### src/rtl/tl_display_scan_if.sv
`default_nettype none
// ============================================================================
// Module   : tl_display_scan_if
// Purpose  : Bundle between the traffic-light controller outputs and the
//            shared 7-segment scan driver: six lamp lines, two BCD countdown
//            digits, the fault clear strobe, and the driven segment/digit/fault
//            outputs.
// Revision : 1.0  initial release
// ============================================================================
interface tl_display_scan_if;
  logic       l_red_A;
  logic       l_yellow_A;
  logic       l_green_A;
  logic       l_red_B;
  logic       l_yellow_B;
  logic       l_green_B;
  logic [3:0] l_7_A;
  logic [3:0] l_7_B;
  logic       fault_clr;
  logic [6:0] seg;
  logic [1:0] dig_en;
  logic       fault;

  // Controller / board side: drives lamps and digits, observes the display
  modport master (
    output l_red_A, l_yellow_A, l_green_A,
    output l_red_B, l_yellow_B, l_green_B,
    output l_7_A, l_7_B, fault_clr,
    input  seg, dig_en, fault
  );

  // Scan driver side
  modport slave (
    input  l_red_A, l_yellow_A, l_green_A,
    input  l_red_B, l_yellow_B, l_green_B,
    input  l_7_A, l_7_B, fault_clr,
    output seg, dig_en, fault
  );
endinterface
`default_nettype wire

### src/rtl/tl_display_scan.sv
`default_nettype none
// ============================================================================
// Module   : tl_display_scan
// Purpose  : Time-multiplexes the two BCD countdown digits onto one shared
//            7-segment bus (A slot, gap, B slot, gap), decoding BCD to
//            segments with registered, ghost-free outputs.
// Option   : define TL_FAULT_MON_EN to compile in the lamp-conflict monitor
//            (sticky fault flag, 'F' shown on both digits while set).
// Revision : 1.0  initial release
// ============================================================================
module tl_display_scan #(
  parameter int SCAN_DIV       = 4,
  parameter bit SEG_ACTIVE_LOW = 1'b1
) (
  input  wire logic        clk_f,
  input  wire logic        rst,
  tl_display_scan_if.slave bus
);

  localparam logic [15:0] DIV_LAST = 16'(SCAN_DIV - 1);
  localparam logic [6:0]  SEG_OFF  = SEG_ACTIVE_LOW ? 7'h7F : 7'h00;
  localparam logic [1:0]  DIG_OFF  = SEG_ACTIVE_LOW ? 2'b11 : 2'b00;
  localparam logic [6:0]  GLYPH_F  = 7'h71;

  typedef enum logic [1:0] {
    GAP_B  = 2'd0,
    SCAN_A = 2'd1,
    GAP_A  = 2'd2,
    SCAN_B = 2'd3
  } scan_state_t;

  scan_state_t state, state_nx;
  logic [15:0] div_cnt, div_nx;
  logic        tick;
  logic [3:0]  da_q, db_q, shown_q, shown_nx;
  logic [6:0]  seg_q, seg_ah_nx, glyph;
  logic [1:0]  dig_q, dig_ah_nx;
  logic        fault_nx;

  function automatic logic [6:0] bcd_to_seg(input logic [3:0] v);
    case (v)
      4'd0:    return 7'h3F;
      4'd1:    return 7'h06;
      4'd2:    return 7'h5B;
      4'd3:    return 7'h4F;
      4'd4:    return 7'h66;
      4'd5:    return 7'h6D;
      4'd6:    return 7'h7D;
      4'd7:    return 7'h07;
      4'd8:    return 7'h7F;
      4'd9:    return 7'h6F;
      default: return 7'h40;   // non-BCD codes show a dash
    endcase
  endfunction

  // Next-state, snapshot and active-high output pattern for the coming cycle
  always_comb begin
    tick     = (div_cnt == DIV_LAST);
    div_nx   = tick ? 16'd0 : div_cnt + 16'd1;
    state_nx = state;
    if (tick) begin
      case (state)
        GAP_B:  state_nx = SCAN_A;
        SCAN_A: state_nx = GAP_A;
        GAP_A:  state_nx = SCAN_B;
        SCAN_B: state_nx = GAP_B;
      endcase
    end
    // Freeze the digit at slot entry so mid-slot input changes never tear
    shown_nx = shown_q;
    if (tick && state_nx == SCAN_A)
      shown_nx = da_q;
    else if (tick && state_nx == SCAN_B)
      shown_nx = db_q;
    glyph     = fault_nx ? GLYPH_F : bcd_to_seg(shown_nx);
    seg_ah_nx = 7'h00;
    dig_ah_nx = 2'b00;
    case (state_nx)
      SCAN_A: begin
        seg_ah_nx = glyph;
        dig_ah_nx = 2'b01;
      end
      SCAN_B: begin
        seg_ah_nx = glyph;
        dig_ah_nx = 2'b10;
      end
      default: ;
    endcase
  end

  // Scan FSM, digit sampling and output flops; seg/dig_en follow the state edge
  always_ff @(posedge clk_f or posedge rst) begin
    if (rst) begin
      state   <= GAP_B;
      div_cnt <= '0;
      da_q    <= '0;
      db_q    <= '0;
      shown_q <= '0;
      seg_q   <= SEG_OFF;
      dig_q   <= DIG_OFF;
    end else begin
      state   <= state_nx;
      div_cnt <= div_nx;
      da_q    <= bus.l_7_A;
      db_q    <= bus.l_7_B;
      shown_q <= shown_nx;
      seg_q   <= SEG_ACTIVE_LOW ? ~seg_ah_nx : seg_ah_nx;
      dig_q   <= SEG_ACTIVE_LOW ? ~dig_ah_nx : dig_ah_nx;
    end
  end

  assign bus.seg    = seg_q;
  assign bus.dig_en = dig_q;

`ifdef TL_FAULT_MON_EN
  logic       cond;
  logic       fault_q;
  logic [1:0] filt_q, filt_nx;

  function automatic logic one_hot3(input logic [2:0] v);
    return (v == 3'b001) || (v == 3'b010) || (v == 3'b100);
  endfunction

  // Lamp conflict detection, two-cycle filter and sticky fault with guarded clear
  always_comb begin
    cond = !one_hot3({bus.l_red_A, bus.l_yellow_A, bus.l_green_A}) ||
           !one_hot3({bus.l_red_B, bus.l_yellow_B, bus.l_green_B}) ||
           ((bus.l_green_A | bus.l_yellow_A) & (bus.l_green_B | bus.l_yellow_B));
    filt_nx  = cond ? ((filt_q == 2'd2) ? 2'd2 : filt_q + 2'd1) : 2'd0;
    fault_nx = fault_q;
    if (filt_nx == 2'd2)
      fault_nx = 1'b1;
    else if (bus.fault_clr && !cond)
      fault_nx = 1'b0;
  end

  // Fault filter and flag registers
  always_ff @(posedge clk_f or posedge rst) begin
    if (rst) begin
      filt_q  <= 2'd0;
      fault_q <= 1'b0;
    end else begin
      filt_q  <= filt_nx;
      fault_q <= fault_nx;
    end
  end

  assign bus.fault = fault_q;
`else
  logic unused_mon;
  assign unused_mon = ^{bus.l_red_A, bus.l_yellow_A, bus.l_green_A,
                        bus.l_red_B, bus.l_yellow_B, bus.l_green_B,
                        bus.fault_clr};
  assign fault_nx   = 1'b0;
  assign bus.fault  = 1'b0;
`endif

endmodule
`default_nettype wire

### src/flat_wrapper.sv
// flat-port wrapper written by rule: the top's interface ports become plain ports
module tl_display_scan_flat 
#(
  parameter int SCAN_DIV       = 4,
  parameter bit SEG_ACTIVE_LOW = 1'b1
)
  (clk_f, rst, bus_l_red_A, bus_l_yellow_A, bus_l_green_A, bus_l_red_B, bus_l_yellow_B, bus_l_green_B, bus_l_7_A, bus_l_7_B, bus_fault_clr, bus_seg, bus_dig_en, bus_fault);
  tl_display_scan_if bus_i ();
  input  wire logic clk_f;
  input  wire logic rst;
  input wire logic [$bits(bus_i.l_red_A)-1:0] bus_l_red_A;
  input wire logic [$bits(bus_i.l_yellow_A)-1:0] bus_l_yellow_A;
  input wire logic [$bits(bus_i.l_green_A)-1:0] bus_l_green_A;
  input wire logic [$bits(bus_i.l_red_B)-1:0] bus_l_red_B;
  input wire logic [$bits(bus_i.l_yellow_B)-1:0] bus_l_yellow_B;
  input wire logic [$bits(bus_i.l_green_B)-1:0] bus_l_green_B;
  input wire logic [$bits(bus_i.l_7_A)-1:0] bus_l_7_A;
  input wire logic [$bits(bus_i.l_7_B)-1:0] bus_l_7_B;
  input wire logic [$bits(bus_i.fault_clr)-1:0] bus_fault_clr;
  output wire logic [$bits(bus_i.seg)-1:0] bus_seg;
  output wire logic [$bits(bus_i.dig_en)-1:0] bus_dig_en;
  output wire logic [$bits(bus_i.fault)-1:0] bus_fault;
  assign bus_i.l_red_A = bus_l_red_A;
  assign bus_i.l_yellow_A = bus_l_yellow_A;
  assign bus_i.l_green_A = bus_l_green_A;
  assign bus_i.l_red_B = bus_l_red_B;
  assign bus_i.l_yellow_B = bus_l_yellow_B;
  assign bus_i.l_green_B = bus_l_green_B;
  assign bus_i.l_7_A = bus_l_7_A;
  assign bus_i.l_7_B = bus_l_7_B;
  assign bus_i.fault_clr = bus_fault_clr;
  assign bus_seg = bus_i.seg;
  assign bus_dig_en = bus_i.dig_en;
  assign bus_fault = bus_i.fault;
  tl_display_scan #(.SCAN_DIV(SCAN_DIV), .SEG_ACTIVE_LOW(SEG_ACTIVE_LOW)) u_core (.clk_f(clk_f), .rst(rst), .bus(bus_i));
endmodule
### config.mk
export PLATFORM = sky130hd
export DESIGN_NAME = tl_display_scan_flat
export DESIGN_NICKNAME = d
export VERILOG_FILES = /design/src/rtl/tl_display_scan_if.sv /design/src/rtl/tl_display_scan.sv /design/src/flat_wrapper.sv
export SDC_FILE = /design/constraint.sdc
export NUM_CORES = 1
export LEC_CHECK = 0
export CAP_MARGIN = 20
export CORE_UTILIZATION = 57
export CTS_CLUSTER_SIZE = 25
export DETAILED_ROUTE_END_ITERATION = 10
export PLACE_DENSITY = 0.91
export RECOVER_POWER = 50
export SYNTH_ARGS = -nofsm -noshare
export SYNTH_HDL_FRONTEND = slang
export SYNTH_SLANG_ARGS = --single-unit
### constraint.sdc
create_clock -name clk_f -period 8.05 [get_ports clk_f]
set_clock_uncertainty 0.2 [all_clocks]
set_input_delay 1.2075 -clock clk_f [delete_from_list [all_inputs] [get_ports clk_f]]
set_output_delay 1.2075 -clock clk_f [all_outputs]
set_load 0.02 [all_outputs]
==> results.toml <==
[worst_setup_path]
r2r_slack_ns = 4.58
crit_type = "reg2reg"
worstPathMaxFanout = 11
cp-end-kind = "register"
crit_path_start_kind = "register"
required_ns = 8.13
cp.arrival_ns = 3.55

[sta]
rsz0062_at_grt = "no"
drv_slew = 40
fmax_ghz = 0.2878
relSlewSlack_pct = -28.13
finalHoldViolations = 0
period_needed_ns = 3.474
finalCritPeriodShare_pct = 43.16
setup_viol = 0
final.setup.tns_ns = 0
tightest_slew_ns = 1.922

[logic_synthesis]
ys.flop_type = "dfrtp_1"
synthTopCellsByArea = "dfrtp_1 (42%), dfstp_2 (13%), ha_1 (5.6%)"
synth-edff-count = 0
synth_most_common_cell = "dfrtp_1"
synth_nets = 168
yosys.area.top_type = "dfrtp_1"
seq_area_frac_synth_pct = 55.64
synth_top_area_share_pct = 42.31
synth_area_sq_um = 1774
synth-seq-cells = 39
synth_cells = 143
synth_area_per_cell_sq_um = 12.41
yosysWarnings = 0
synth_cell_types = 41
yosys-top-cells-count = "dfrtp_1 (30), xnor2_1 (10), dfstp_2 (9), ha_1 (8), nand2_1 (8)"
synthArstFlopShare_pct = 100.0

[detailed_routing]
post_drt_wl_per_cell_um = 15.11
routed_via_density = 5.737
firstDrtPassIters = 7
drtAntennaViolNets = 0
drt_iter0_markers = 21
num_vias = 1136
drt-total-wl_mm = 2.992
drc_errors = 2

[cts]
clkSinkCount = 39
cts_setup_buffers = 0
cts_tree = "yes"
insertion_delay_ns = 0.35
cts_buffers = 5
cts_resized = 0
hold_buffers = 0
clk_path_buf_depth = 2
clkSlewWorstSetupHoldPaths_ns = 0.10
cts_max_level = 2
clock-root-buffer = "clkbuf_4"

[die]
die_x_um = 57.79
dieArea_sq_um = 3340
fp-row-count = 19
initial_core_util_pct = 62.19
coreArea_sq_um = 2853
pin_count = 27
die_h_um = 57.79

[finish]
nFillCells = 202
area_delta_synth_final_pct = 13.89
num_antenna_cells = 0
fin_nets = 191
fin_util_pct = 70.83
drive_gt1_share_pct = 17.37

[global_route]
grt_pass1_wl_mm = 5.292
antenna_found_initial = 0
track_usage_pct = 21.55
grt_max_degree = 40
grt_pass1_vias = 1204
overflow = 0

[place]
dp_hpwl_mm = 2.107
portBuffers = 18
place_congestion = 0.8567

[worst_hold_path]
hold_path.class = "reg2reg"

[power]
max-vdd-ir-drop_mv = 0.1079
cellLeakagePower_nw = 0.9044
powerDensity_nw_per_um2 = 154.5

[status]
outcome = "complete, but fails checks"
violations = "DRC, capacitance limit, slew limit"

[job]
maxCapViolCount = 1
## registers in the layout (all words and copies together), names as in the netlist
name	cells
u_core.div_cnt	16
u_core.bus.seg	7
u_core.da_q	4
u_core.db_q	4
u_core.shown_q	4
u_core.bus.dig_en	2
u_core.state	2
## worst paths after layout
kind | from | end | cells after the start
max | u_core.div_cnt[0] | u_core.bus.seg[5] | 12
min | u_core.div_cnt[0] | u_core.div_cnt[0] | 1
max reg2reg | u_core.div_cnt[0] | u_core.bus.seg[5] | 12
min reg2reg | u_core.div_cnt[0] | u_core.div_cnt[0] | 1
max in group asynchronous | rst | u_core.db_q[0] | 3
min in group asynchronous | rst | u_core.div_cnt[10] | 3
## cells in the final DEF (no fill, tap or decap), types with 2 or more instances in the layout
master	instances
clkbuf_4	5
nor3_1	2
xor2_1	4
inv_1	7
a21oi_1	6
xnor2_1	10
nand2_1	8
mux2_2	3
mux2i_1	3
clkdlybuf4s50_1	9
and3_1	5
dfrtp_1	30
ha_1	8
nand3_1	7
dlygate4sd3_1	9
nor2b_1	3
dfstp_2	9
clkbuf_1	3
o21ai_0	5
and2_0	2
nor2_1	4
nor4_4	2
## area by class of cell
cell class / count / area, sq um / share of cell area, %
tap: 31 / 38.79 / 1.920
multi-input combinational: 93 / 728.2 / 36.04
inverter: 8 / 32.53 / 1.610
sequential: 39 / 987.2 / 48.85
clock buffer: 7 / 45.04 / 2.229
timing repair buffer: 19 / 183.9 / 9.102
clock inverter: 1 / 5.005 / 0.2477
## metrics by stage
stage	instance area [sq um]	setup slack, ns	hold slack, ns	std cells	power [W]
2_1_floorplan	1774	5.242	0.2449	143	0.0002157
3_3_place_gp	1981	4.896	0.2664	190	0.0002220
3_5_place_dp	1981	4.830	0.2816	190	0.0002232
4_1_cts	2031	4.779	0.2940	198	0.0003157
5_1_grt	2021	4.305	0.3127	198	0.0003261
6_report	2021	4.576	0.2886	198	0.0003122
## worst max-delay path: stages, from the launching register on
cell	delay, ns
dfrtp_1	0.40
ha_1	0.24
nor4b_1	0.47
nand4_4	0.26
nor2_2	0.51
nor2_1	0.11
a21oi_1	0.24
inv_1	0.12
ha_1	0.23
or2_2	0.30
o22ai_1	0.15
a211oi_2	0.05
o21ai_1	0.12
## power breakdown
| part | switching (W) | leakage [nW] | internal, W | total, W |
|---|---|---|---|---|
| clock network | 0.0000598 | 0.0293 | 0.0000340 | 0.0000938 |
| registers | 0.00000141 | 0.482 | 0.000199 | 0.000200 |
| logic | 0.0000108 | 0.393 | 0.00000711 | 0.0000179 |
| total | 0.0000720 | 0.904 | 0.000240 | 0.000312 |
## cells by family after synthesis
| family | share of synthesized area, % |
|---|---|
| and+or+nand+nor | 15.44 |
| DFF | 55.64 |
| AOI/OAI and AO/OA | 8.745 |
| xor gates and xnor gates | 6.911 |
| buffers and inverters | 2.962 |
| adders and majority gates | 5.642 |
| muxes | 4.443 |
| other | 0.2114 |
## per-layer routing
metal  global-route usage, %  share of wire [%]
met1                   25.04                 41
met2                   36.21                 51
met4                   13.27                3.2
met3                   5.134                4.2
met5                       0                  0
No activity file was read; power rests on OpenSTA's default activity.
